### src/rtl/pipe_ctrl_pkg.sv
// Shared types and parameter defaults for the pipeline controller.
package pipe_ctrl_pkg;

    typedef enum logic [2:0] {
        ST_RST   = 3'd0,
        ST_RUN   = 3'd1,
        ST_MEM   = 3'd2,
        ST_FLUSH = 3'd3,
        ST_HALT  = 3'd4
    } state_t;

    localparam int CNT_W            = 8;
    localparam int RESET_HOLD_DEF   = 2;
    localparam int FLUSH_CYCLES_DEF = 2;
    localparam int TIMEOUT_DEF      = 255;

endpackage

### src/rtl/pipe_ctrl_cyc_counter.sv
// Load/enable saturating up-counter with a terminal-count compare.
module cyc_counter
    import pipe_ctrl_pkg::*;
(
    input  logic             clk,
    input  logic             rst_n,
    input  logic             load,
    input  logic             en,
    input  logic [CNT_W-1:0] term,
    output logic             tc
);

    logic [CNT_W-1:0] cnt;

    // Load clears the count; it wins over enable and the count never wraps.
    always_ff @(posedge clk or negedge rst_n) begin
        if (!rst_n) begin
            cnt <= '0;
        end else if (load) begin
            cnt <= '0;
        end else if (en && (cnt != {CNT_W{1'b1}})) begin
            cnt <= cnt + 1'b1;
        end
    end

    assign tc = (cnt >= term);

endmodule

### src/rtl/pipe_ctrl.sv
// Pipeline controller: reset stretch, jump flush, data-bus wait with timeout, debug halt.
module pipe_ctrl
    import pipe_ctrl_pkg::*;
#(
    parameter int RESET_HOLD   = RESET_HOLD_DEF,
    parameter int FLUSH_CYCLES = FLUSH_CYCLES_DEF,
    parameter int TIMEOUT      = TIMEOUT_DEF
) (
    input  logic       clk,
    input  logic       rst_n,
    input  logic       ivalid,
    input  logic       lcc,
    input  logic       scc,
    input  logic       jal,
    input  logic       jalr,
    input  logic       bcc,
    input  logic       bcc_taken,
    input  logic       dack,
    input  logic       halt_req,
    output logic       xreset,
    output logic       flush,
    output logic       hold,
    output logic       drd,
    output logic       dwr,
    output logic       halted,
    output logic       bus_err,
    output logic [2:0] state
);

    state_t           st;
    logic             rd_q;
    logic             wr_q;
    logic             run;
    logic             jump;
    logic             mem;
    logic             mem_wait;
    logic             tc;
    logic             cnt_load;
    logic             cnt_en;
    logic [CNT_W-1:0] term;

    assign run      = (st == ST_RUN);
    assign jump     = run & ivalid & (jal | jalr | (bcc & bcc_taken));
    assign mem      = run & ivalid & (lcc | scc) & ~jump;
    assign mem_wait = mem & ~dack;

    // Terminal count is N-1 because the counter starts at 0 in the first cycle
    // of each timed state; a MEM access therefore lasts at most TIMEOUT cycles.
    always_comb begin
        term = '0;
        case (st)
            ST_RST:   term = CNT_W'(RESET_HOLD - 1);
            ST_FLUSH: term = CNT_W'(FLUSH_CYCLES - 1);
            ST_MEM:   term = CNT_W'(TIMEOUT - 1);
            default:  term = '0;
        endcase
    end

    assign cnt_load = jump | mem_wait;
    assign cnt_en   = (st == ST_RST) | (st == ST_FLUSH) | ((st == ST_MEM) & ~dack);

    cyc_counter u_cnt (
        .clk   (clk),
        .rst_n (rst_n),
        .load  (cnt_load),
        .en    (cnt_en),
        .term  (term),
        .tc    (tc)
    );

    always_ff @(posedge clk or negedge rst_n) begin
        if (!rst_n) begin
            st   <= ST_RST;
            rd_q <= 1'b0;
            wr_q <= 1'b0;
        end else begin
            case (st)
                ST_RST:   if (tc) st <= ST_RUN;
                ST_RUN: begin
                    if (jump) begin
                        st <= ST_FLUSH;
                    end else if (mem_wait) begin
                        st   <= ST_MEM;
                        rd_q <= lcc;
                        wr_q <= scc & ~lcc;
                    end else if (!mem && halt_req) begin
                        st <= ST_HALT;
                    end
                end
                ST_MEM:   if (dack || tc) st <= ST_RUN;
                ST_FLUSH: if (tc) st <= ST_RUN;
                ST_HALT:  if (!halt_req) st <= ST_RUN;
                default:  st <= ST_RST;
            endcase
        end
    end

    // A load takes precedence when both class bits are set, so strobes stay exclusive.
    assign xreset  = (st == ST_RST);
    assign flush   = (st == ST_FLUSH);
    assign halted  = (st == ST_HALT);
    assign hold    = (st == ST_RST) | (st == ST_MEM) | (st == ST_HALT) | mem_wait;
    assign drd     = (mem & lcc) | ((st == ST_MEM) & rd_q);
    assign dwr     = (mem & scc & ~lcc) | ((st == ST_MEM) & wr_q);
    assign bus_err = (st == ST_MEM) & ~dack & tc;
    assign state   = st;

endmodule

### config.mk
export PLATFORM = sky130hd
export DESIGN_NAME = pipe_ctrl
export DESIGN_NICKNAME = d
export VERILOG_FILES = /design/src/rtl/pipe_ctrl_pkg.sv /design/src/rtl/pipe_ctrl_cyc_counter.sv /design/src/rtl/pipe_ctrl.sv
export SDC_FILE = /design/constraint.sdc
export NUM_CORES = 1
export LEC_CHECK = 0
export BUFFER_PORTS_ARGS = -buffer_cell sky130_fd_sc_hd__buf_4
export CORE_MARGIN = 1
export CORE_UTILIZATION = 58
export DETAILED_ROUTE_END_ITERATION = 7
export GPL_ROUTABILITY_DRIVEN = 0
export HOLD_SLACK_MARGIN = 0.02
export PLACE_DENSITY = 0.84
export SYNTH_ARGS = -nofsm -noshare
export SYNTH_HDL_FRONTEND = slang
export SYNTH_SLANG_ARGS = --single-unit
export TNS_END_PERCENT = 30
### constraint.sdc
create_clock -name clk -period 3.9 [get_ports clk]
set_input_delay 0.585 -clock clk [delete_from_list [all_inputs] [get_ports clk]]
set_output_delay 0.585 -clock clk [all_outputs]
set_load 0.02 [all_outputs]
== Word level (Yosys, flattened, before mapping) ==
Index checks and enable logic that the tools add are counted.

* Add/sub/neg operators: 1
* $mul: 0
* Div/mod/pow operators: 0
* Magnitude comparators: 1
* Equal/unequal tests: 9
* Shift-type cells: 0
* Multiplexer cells: 10
* Bitwise gates (word level): 28
* Reduce and logical (&&, ||, !) cells: 9

{| class="wikitable"
|+ Operators by type and width
! kind !! count
|-
| $mux 3 || 6
|-
| $mux 8 || 2
|-
| $pmux 8 s2 || 1
|-
| $and 1x1->1 || 14
|-
| $pmux 3 s4 || 1
|-
| $or 1x1->1 || 11
|-
| $add 8x1->8 const B || 1
|-
| $ge 8x8->1 || 1
|-
| $ne 8x8->1 const B || 1
|-
| $eq 3x2->1 const B || 2
|-
| $ne 2x1->1 const B || 2
|-
| $ne 4x1->1 const B || 1
|-
| $reduce_and 4->1 || 1
|-
| $eq 3x1->1 const B || 1
|-
| $eq 3x3->1 const B || 1
|-
| $logic_not 3->1 || 1
|-
| $not 1->1 || 3
|-
| $reduce_and 3->1 || 1
|-
| $logic_and 1x1->1 || 2
|-
| $ne 2x2->1 const B || 1
|-
| $reduce_bool 2->1 || 1
|-
| $reduce_or 2->1 || 1
|-
| $logic_not 1->1 || 1
|-
| $logic_or 1x1->1 || 1
|}

* Flip-flop bits (word level): 13
* Latch bits: 0
* Bits in writable memories: 0
* Bits in read-only memories: 0
* Bits of input ports: 11
* Output and inout port bits: 10
* Memories: 0

== Logic depth before layout (Yosys ltp) ==
Gate-level depths: netlist of the first run.

* Word-level depth: 11
* Mapped depth: 9
* Mapped depth without buffers: 8

== Modules after synthesis ==
From an unflattened synthesis of the first run, not the netlist that was laid out.

* Cells, all modules: 124
* Area, all modules: 1132.3 µm²

{| class="wikitable"
|+ By module, submodules not included
! module !! instances !! cells each !! area each (µm²)
|-
| cyc_counter || 1 || 70 || 650.6
|-
| pipe_ctrl || 1 || 54 || 481.7
|}

== Least setup slack after synthesis of the first run ==
Ideal clock, no wire load.

* Kind: register -> output
* Start point: register st[2], in the netlist state[2]
* End point: output port bus_err
* Arrival: 2502 ps
* Required time: 3315 ps
* Slack: 813 ps
* Stages on the path, launching flop included: 9
* Buffers on the path: 1
* Cells stage by stage: dfrtp_1 buf_2 nor3_1 or2_2 ha_1 nand2b_1 a21oi_2 o31ai_2 nor3b_1

* Word-level cells in the longest chain between the ends: 5
* Elaborated cells on any way between the ends: 8
* Those cells by class: order compare: 1; eq/ne: 2; mux: 1; bitwise: 2; reduce/logical: 2

{| class="wikitable"
|+ RTL lines
! item !! RTL line !! text
|-
| start: declaration || pipe_ctrl.sv:30 || <nowiki>state_t st;</nowiki>
|-
| start signal: assignment || pipe_ctrl.sv:73 || <nowiki>st <= ST_RST;</nowiki>
|-
| start signal: assignment || pipe_ctrl.sv:78 || <nowiki>ST_RST: if (tc) st <= ST_RUN;</nowiki>
|-
| start signal: assignment || pipe_ctrl.sv:81 || <nowiki>st <= ST_FLUSH;</nowiki>
|-
| $logic_not 3->1 || - ||
|-
| net xreset || pipe_ctrl.sv:20 || <nowiki>output logic xreset,</nowiki>
|-
| $reduce_or 2->1 (no line) || - ||
|-
| $pmux 8 s2 || pipe_ctrl.sv:51 || <nowiki>case (st)</nowiki>
|-
| $ge 8x8->1 || pipe_ctrl_cyc_counter.sv:26 || <nowiki>assign tc = (cnt >= term);</nowiki>
|-
| $and 1x1->1 || pipe_ctrl.sv:105 || <nowiki>assign bus_err = (st == ST_MEM) & ~dack & tc;</nowiki>
|-
| end: declaration || pipe_ctrl.sv:26 || <nowiki>output logic bus_err,</nowiki>
|}

The timed path passes the listed nets, and every way through them passes these cells.

== Final worst setup path of the first run ==
* Start point: register st[2], in the netlist state[2]
* End point: output port bus_err

* Word-level cells in the longest chain between the ends: 5
* Elaborated cells on any way between the ends: 8
* Those cells by class: order compare: 1; eq/ne: 2; mux: 1; bitwise: 2; reduce/logical: 2

{| class="wikitable"
|+ RTL lines
! item !! RTL line
|-
| $eq 3x2->1 or $logic_not 3->1 (tied branches) || pipe_ctrl.sv:51
|-
| $reduce_or 2->1 (no line) || -
|-
| $pmux 8 s2 || pipe_ctrl.sv:51
|-
| $ge 8x8->1 || pipe_ctrl_cyc_counter.sv:26
|-
| $and 1x1->1 * || pipe_ctrl.sv:105
|}

Mark *: on every way between the ends. The rest lies on a longest branch, timed or not.

==> run metrics, run 1 <==
status=complete, no violations; xor/xnor cell area share of the yosys netlist=3.37%; most frequent cells in the layout=buf_4 (20), dfrtp_1 (13), ha_1 (9); Vias per Instance=5.74; Area Growth Syn to Fin=18.2%; CTS Root Cell=clkbuf_4; clk_skew=0.00723 ns; post-synth top area cell=dfrtp_1; Worst R2R Start=state[2]; nets=147; maxcap violations=0; Syn Inst Count=105; R2R cell count=8; slew at the pin closest to its max-slew limit=0.595 ns; Worst VDD drop=0.426 mV; pin count of the biggest net entering global routing=14; CP max FO=13; Port Buffers=20; Max Slew Vio Count=0; CTS tree=built; FF/Latch Area=325 um2; R2R Path End=state[0]; I/O pin total=21; pwr/cell area=643 mW/mm2; GRT overflow=0; Synth cell types=48; async set-reset flop share out of synthesis=100%; dpl hpwl=1.69 mm; CP max-delay cell=or4_4; clock-pin slew on the worst setup and hold paths=0.09 ns; Final setup viols=0; Post-CTS Setup Bufs=0; Post-Synth Simple-Gate Area=25.9%; routed wire length per instance=14.5 um; full die area=0.00197 mm2; FP Rows=14; cts hold-fix bufs=0; Layout Cells excl Fill=150; Cell Area, Synth=0.00104 mm2; first-pass GRT wire length=3.47 mm; Placeable Area=0.00159 mm2; CTS Buffer Depth=2; critical path's top delay family=simple AND/OR/NAND/NOR gates; Reg2Reg Setup Slack=0.82 ns; Worst-Skew Late Latency=0.27 ns; largest family of logic cells by synthesized area=simple AND/OR/NAND/NOR gates; Initial Util=65.2%; CP Class=register to output port; Die H=44.3 um; placed cells=146; CTS Buf Count=3; Antenna Cells=0; CP dominant cell by count=nor3b_1; Syn Area/Cell=9.90 um2; Via Count=861; final hold vios=0; Final Routed Wirelength=2.17 mm; cts repair resizes=0; initial antenna violation count=0; Adder-Cell Fraction of Synth Area=10.8%; Multi-input gate area=682 um2; antenna-violating nets left=0; Leakage=0.000575 uW; Max H-tree Level=1; prevailing post-synth register cell=dfrtp_1; syn nets=125; critical path endpoint category=output port; synth warn=0; DRC=0; Die Span X=44.3 um; sequential area share after synthesis=31.3%; critical path cell sequence=nor3b_1, inv_1, ha_1, or4_4, a21oi_2, o31ai_2, nor3b_1, buf_4; vias in the first global route=787; WP data arrival=2.95 ns; setup_tns=0 ns; layout cell share with drive strength beyond 1=29.4%; most common cell after layout, fill and taps aside=buf_4; fmax=283 MHz; EDFF count, synth=0; CTS sink count=13; initial drt markers=30; post-synthesis register bit count=13; Min Clock Period, post-route=3.54 ns; Synth Area in Compound Gates=21.3%; Hold Path Class=input pin to async pin; fillcell total=102; RSZ-0062 raised after global routing=false; main area contributors after synthesis=dfrtp_1 (31%), ha_1 (11%), mux2_1 (3.2%), a21oi_1 (2.9%), nor2_1 (2.9%); drt pass-1 iters=4; period utilization=90.7%; critical path's largest stage delay=0.54 ns; relative slew slack=60.4%; sum of buffers and inverters on the critical path=2; Yosys top cell area share=31.3%; CP required=3.31 ns; crit start category=register; gr usage total=23.8%; post-synthesis mux area share=4.21%
## layout make-up
| cell class | count | share of cell area (%) |
|---|---|---|
| Clock buffer | 4 | 2.14 |
| Inverter | 4 | 1.22 |
| Tap cell | 24 | 2.44 |
| Timing Repair Buffer | 20 | 12.2 |
| Multi-Input combinational cell | 85 | 55.5 |
| Sequential cell | 13 | 26.5 |
## power breakdown
| part | switching (uW) | internal [uW] | leakage [uW] |
|---|---|---|---|
| logic | 242 | 229 | 0.000390 |
| clock network | 44.8 | 39.6 | 0.0000150 |
| registers | 59.9 | 175 | 0.000170 |
## worst max-delay path by stage
stage | start | to | slack (ns) | cells past startpoint
floorplan | state[2] | bus_err | 0.81 | 8
global placement | state[2] | bus_err | 0.93 | 8
detailed placement | state[2] | bus_err | 0.74 | 8
CTS | state[2] | bus_err | 0.42 | 8
global route | state[2] | bus_err | 0.28 | 8
finish | state[2] | bus_err | 0.36 | 8
## per-stage QoR
stage	util [%]	setup WS [ns]	area [um2]	power, uW	hold slack [ns]
5_1_grt	77.1	0.278	1230	847	0.142
3_5_place_dp	75.4	0.737	1200	706	0.439
6_report	77.1	0.361	1230	790	0.135
3_3_place_gp	75.4	0.927	1200	683	0.438
2_1_floorplan	-	0.813	1040	585	0.289
4_1_cts	77.1	0.418	1230	791	0.140
## cell families (layout without fill, tap and decap cells)
family,after synthesis,count (layout)
compound gates,26,26
xor+xnor,4,4
buf+inv,7,28
flops,13,13
mux,4,4
fa+ha+maj,9,9
simple gates,42,42
## cells in the mapped netlist, types with 3 or more instances
library cell / instances
nand3_1: 4
dfrtp_1: 13
nand2_1: 4
ha_1: 9
nor3b_1: 3
mux2_1: 3
inv_1: 4
nor2_1: 8
xor2_1: 3
nand2b_1: 3
a21oi_1: 6
## routing by layer
layer	vias up	track usage (%)	wire length, um
met1	407	35.6	1090
met3	0	3.67	78
met4	0	3.64	0
met5	-	0	0
met2	20	37.1	1000
li1	434	-	-
## flip-flops by register name, summed over array words and instances (netlist names)
register   cells
state          3
rd_q           1
wr_q           1
u_cnt.cnt      8
(Power assumes the default switching activity.)
==> inputs of run 2 (changes only) <==
--- a/config.mk
+++ b/config.mk
@@ -5,13 +5,14 @@
 export SDC_FILE = /design/constraint.sdc
 export NUM_CORES = 1
 export LEC_CHECK = 0
+export ABC_AREA = 1
 export BUFFER_PORTS_ARGS = -buffer_cell sky130_fd_sc_hd__buf_4
 export CORE_MARGIN = 1
 export CORE_UTILIZATION = 58
 export DETAILED_ROUTE_END_ITERATION = 7
 export GPL_ROUTABILITY_DRIVEN = 0
 export HOLD_SLACK_MARGIN = 0.02
-export PLACE_DENSITY = 0.84
+export PLACE_DENSITY = 0.83
 export SYNTH_ARGS = -nofsm -noshare
 export SYNTH_HDL_FRONTEND = slang
 export SYNTH_SLANG_ARGS = --single-unit
==> run 2 against run 1 <==
  * Sequential share of layout area down 1.3 points
  * Critical path type unchanged
  * Global-route usage up 2.1 points
  * Highest routed layer is now met4
  * Maximum frequency up 25%
  * Clock power up 5.6%
  * Sequential cell count unchanged
  * First-iteration DRC count down 43%
  * Die area up 4.1%
  * Via count up 17%
  * Count of clock-buffer cells in the layout down 1
  * Design area up 5.3%
==> run metrics, run 2 <==
CP Class=register to output port; Max Slew Vio Count=0; Clock power frac=9.4%; dpl hpwl=1.79 mm; CTS Buf Count=3; Antenna Cells=0; Cell Area, Synth=0.00108 mm2; post-synthesis mux area share=0%; most instantiated cells after synthesis=nand2_1 (45), inv_1 (15), dfrtp_1 (13), nor2_1 (13), nand3_1 (11); Switching Fraction=52.6%; Hold Path Class=input pin to async pin; main area contributors after synthesis=dfrtp_1 (30%), nand2_1 (16%), ha_1 (10%), inv_1 (5.2%), nand3_1 (5.1%); GRT overflow=0; FP Rows=15; I/O pin total=21; RSZ-0062 raised after global routing=false; most frequent cell after synthesis=nand2_1; drt pass-1 iters=4; pwr/cell area=732 mW/mm2; clk_skew=0.00304 ns; clock-pin slew on the worst setup and hold paths=0.09 ns; cts repair resizes=0; Largest register FFs=8; Placed Area=0.00127 mm2; Crit path depth=10; nets=192; synth warn=0; critical path cell sequence=inv_2, nand3_1, ha_1, nand2_1, nand3_1, nand2_1, nand2_1, nand2_1, a21oi_1, buf_4; Synth cell types=28; CP dominant cell by count=nand2_1; critical path's largest stage delay=0.47 ns; WP data arrival=2.24 ns; pin count of the biggest net entering global routing=14; fmax=353 MHz; final hold vios=0; gr usage total=25.9%; R2R cell count=12; most common cell after layout, fill and taps aside=nand2_1; initial antenna violation count=0; Via Count=1,007; sum of buffers and inverters on the critical path=2; critical path's top delay family=simple AND/OR/NAND/NOR gates; Adder-Cell Fraction of Synth Area=10.4%; slew at the pin closest to its max-slew limit=0.379 ns; Worst-Skew Late Latency=0.28 ns; post-synthesis register bit count=13; fin util=74.1%; post-route cell area=0.00129 mm2; Synth Area in Compound Gates=9.69%; Reg2Reg Setup Slack=1.85 ns; DRC=0; Placeable Area=0.00175 mm2; crit start category=register; P_sw=498 uW; Max H-tree Level=1; CP max-delay cell=dfrtp_1; Yosys top cell area share=30.0%; most frequent cells in the layout=nand2_1 (45), buf_4 (20), inv_1 (15); CTS Buffer Depth=2; first-pass GRT wire length=3.78 mm; Leakage=0.000721 uW; Final setup viols=0; initial drt markers=17; EDFF count, synth=0; layout cell share with drive strength beyond 1=25.1%; Area Growth Syn to Fin=19.3%; period utilization=72.6%; CP required=3.31 ns; Post-CTS Setup Bufs=0; Syn Area/Cell=7.38 um2; Initial Util=62.2%; Vias per Instance=5.14; prevailing post-synth register cell=dfrtp_1; Pint=449 uW; Worst R2R Start=state[0]; combinational fraction of design power=66.2%; most flop-heavy register=u_cnt.cnt; Layout Cells excl Fill=196; xor/xnor cell area share of the yosys netlist=2.42%; Port Buffers=20; critical path endpoint category=output port; sequential area share after synthesis=30.0%; relative slew slack=74.6%; syn nets=167; full die area=0.00205 mm2; largest family of logic cells by synthesized area=simple AND/OR/NAND/NOR gates; setup_tns=0 ns; WHS=0.120 ns; antenna-violating nets left=0; status=complete, no violations; Min Clock Period, post-route=2.83 ns; Final Routed Wirelength=2.22 mm; Syn Inst Count=147; Post-Synth Simple-Gate Area=39.8%; vias in the first global route=892; R2R Path End=state[0]; CTS Root Cell=clkbuf_4; async set-reset flop share out of synthesis=100%; placed cells=192; cts hold-fix bufs=0; Die H=45.2 um; maxcap violations=0; sequential power share=24.4%; CTS tree=built; Worst VDD drop=0.372 mV; post-synth top area cell=dfrtp_1; CP max FO=9; CTS sink count=13; Die Span X=45.2 um; routed wire length per instance=11.3 um
[run 2: worst max-delay path by stage]
stage             start  endpoint  slack, ns
2_1_floorplan  state[2]   bus_err       1.46
3_3_place_gp   state[2]   bus_err       1.51
3_5_place_dp   state[0]   bus_err       1.42
4_1_cts        state[0]   bus_err       1.11
5_1_grt        state[0]   bus_err       0.92
6_report       state[0]   bus_err       1.07
[run 2: metrics by stage]
stage / power, uW / setup slack [ns]
floorplan: 699 / 1.46
finish: 947 / 1.07
detailed placement: 858 / 1.42
global placement: 837 / 1.51
global route: 1050 / 0.916
CTS: 947 / 1.11
[run 2: layer usage]
| metal | GRT usage, % | up-vias | share of wire, % |
|---|---|---|---|
| li1 | - | 536 | - |
| met1 | 37.5 | 452 | 49 |
| met2 | 39.1 | 17 | 47 |
| met3 | 5.20 | 2 | 3.1 |
| met4 | 7.27 | 0 | 0.63 |
| met5 | 0 | - | 0 |
[run 2: final cells by class]
type / count / area (um2)
multi-input combinational: 113 / 676
inverter: 21 / 83.8
fill: 155 / 452
timing repair buffer: 20 / 150
tap: 25 / 31.3
clock buffer: 3 / 22.5
clock inverter: 1 / 5.00
sequential: 13 / 325
[run 2: logic make-up after synthesis]
group | Yosys count
and+or+nand+nor | 85
adders and majority gates | 9
xor gates and xnor gates | 3
buffers and inverters | 21
AOI/OAI and AO/OA | 16
DFF | 13
[run 2: power groups by stage]
| stage | Sequential, uW | Clock, uW | Combinational (uW) |
|---|---|---|---|
| 2_1_floorplan | 241 | 0 | 459 |
| 3_3_place_gp | 230 | 0 | 607 |
| 3_5_place_dp | 233 | 0 | 625 |
| 4_1_cts | 231 | 89.2 | 627 |
| 5_1_grt | 239 | 95.6 | 714 |
| 6_report | 231 | 89.0 | 627 |
[run 2: worst register-to-register path: cells and delay by family (launching register included)]
kind	cells	cell delay (ns)
fa+ha+maj	1	0.43
simple gates	10	0.93
buf+inv	1	0.12
flops	1	0.47
==> inputs of run 3 (changes only) <==
--- a/config.mk
+++ b/config.mk
@@ -8,11 +8,11 @@
 export ABC_AREA = 1
 export BUFFER_PORTS_ARGS = -buffer_cell sky130_fd_sc_hd__buf_4
 export CORE_MARGIN = 1
-export CORE_UTILIZATION = 58
+export CORE_UTILIZATION = 49
 export DETAILED_ROUTE_END_ITERATION = 7
 export GPL_ROUTABILITY_DRIVEN = 0
 export HOLD_SLACK_MARGIN = 0.02
-export PLACE_DENSITY = 0.83
+export PLACE_DENSITY = 0.75
 export SYNTH_ARGS = -nofsm -noshare
 export SYNTH_HDL_FRONTEND = slang
 export SYNTH_SLANG_ARGS = --single-unit
==> constraint.sdc (replaced) <==
create_clock -name clk -period 2.5 [get_ports clk]
set_input_delay 0.375 -clock clk [delete_from_list [all_inputs] [get_ports clk]]
set_output_delay 0.375 -clock clk [all_outputs]
set_load 0.02 [all_outputs]
==> run 3 against run 2 <==
  * Setup slack got worse by 0.90 ns
  * Critical path type unchanged
  * Design area increased by 3.3%
  * Clock skew increased by 0.0033 ns
  * Largest cell class unchanged
  * Count of clock-buffer cells in the layout increased by 1
==> run metrics, run 3 (same netlist as run 2, synthesis figures left out) <==
status=complete, no violations; most frequent cells in the layout=nand2_1 (44), buf_4 (22), inv_1 (15); fmax=429 MHz; WP data arrival=1.96 ns; Hold Path Class=input pin to register; most common cell after layout, fill and taps aside=nand2_1; setup_tns=0 ns; Vias per Instance=4.94; WL met1=1.08 mm; Initial Util=53.7%; critical path endpoint category=output port; final hold vios=0; met3 WL=60 um; CP max FO=7; I/O pin total=21; period utilization=93.2%; Area Growth Syn to Fin=23.2%; Via Count=992; Max Slew Vio Count=0; Port Buffers=20; min setup slack post-route=0.169 ns; RSZ-0062 raised after global routing=false; routed wire length per instance=11.1 um; post-route cell area=0.00134 mm2; Placeable Area=0.00202 mm2; uppermost layer routed=met3; CTS Buf Count=3; fin util=66.1%; Final Routed Wirelength=2.24 mm; nets=195; Largest register FFs=8; CTS Buffer Depth=2; GRT overflow=0; maxcap violations=0; antenna-violating nets left=0; Worst VDD drop=0.545 mV; vias in the first global route=968; dpl hpwl=1.85 mm; initial drt markers=11; Leakage=0.000734 uW; most flop-heavy register=u_cnt.cnt; CTS sink count=13; placed cells=195; Antenna Cells=0; clk_skew=0.00636 ns; pre-CTS WS=0.249 ns; drt pass-1 iters=4; gr usage total=21.8%; pin count of the biggest net entering global routing=14; Placed Area=0.00128 mm2; CTS tree=built; slew at the pin closest to its max-slew limit=0.210 ns; metal2 WL=1.10 mm; pwr/cell area=1130 mW/mm2; CP Class=register to output port; crit start category=register; relative slew slack=86.0%; full die area=0.00241 mm2; Final setup viols=0; CP required=2.12 ns; initial antenna violation count=0; Max H-tree Level=1; Layout Cells excl Fill=201; Die Span X=49.1 um; Die H=49.1 um; FP Rows=16; clock-pin slew on the worst setup and hold paths=0.08 ns; Min Clock Period, post-route=2.33 ns; CTS Root Cell=clkbuf_4; layout cell share with drive strength beyond 1=27.0%; DRC=0; first-pass GRT wire length=4.11 mm; Worst-Skew Late Latency=0.28 ns
run 3: cell type report:
class / instances / area (um2)
clock buffer: 4 / 26.3
fill: 175 / 686
inverter: 21 / 83.8
multi-input combinational: 113 / 691
sequential: 13 / 327
tap: 27 / 33.8
timing repair buffer: 23 / 175
run 3: final timing paths:
check                              start            to  slack (ns)  depth (start not counted)
worst max-delay path            state[1]       bus_err        0.17                         12
worst min-delay path            halt_req      state[2]        0.38                          3
worst max register to register  state[1]      state[0]        0.65                         14
worst min register to register      rd_q          rd_q        0.49                          2
max in group asynchronous          rst_n      state[0]        1.85                          2
min in group asynchronous          rst_n  u_cnt.cnt[3]        0.47                          2
run 3: timing repair:
action | CTS | global route
endpoints found under the setup margin | 1 | 1
endpoints found under the hold margin | 13 | 0
pin swaps | 0 | 1
gates resized for setup | 1 | 3
hold buffers | 1 | 0
setup buffers | 0 | 1
run 3: metrics by stage:
step | power (uW) | hold slack (ns)
after global routing | 1680 | 0.418
after CTS | 1490 | 0.379
final | 1510 | 0.378
after global placement | 1320 | 0.229
after floorplan | 1090 | 0.0794
after detailed placement | 1350 | 0.231
run 3: critical path: stages (launching register included):
cell     delay [ns]
dfrtp_1        0.40
buf_4          0.17
inv_2          0.08
nand2_2        0.07
a21oi_2        0.18
ha_1           0.25
nand2_1        0.06
nand3_1        0.07
nand2_1        0.06
nand2_1        0.04
nand2_1        0.08
a21oi_1        0.07
buf_4          0.16
run 3: report_power, final:
| part | switching [uW] | internal, uW |
|---|---|---|
| Clock | 68.4 | 61.9 |
| Combinational | 638 | 388 |
| Sequential | 78.7 | 278 |
| Total | 786 | 728 |
run 3: metal layers:
layer  vias up  track usage [%]
li1        534                -
met1       444             28.9
met2        14             37.0
met3         0             4.67
met4         0             3.43
met5         -                0
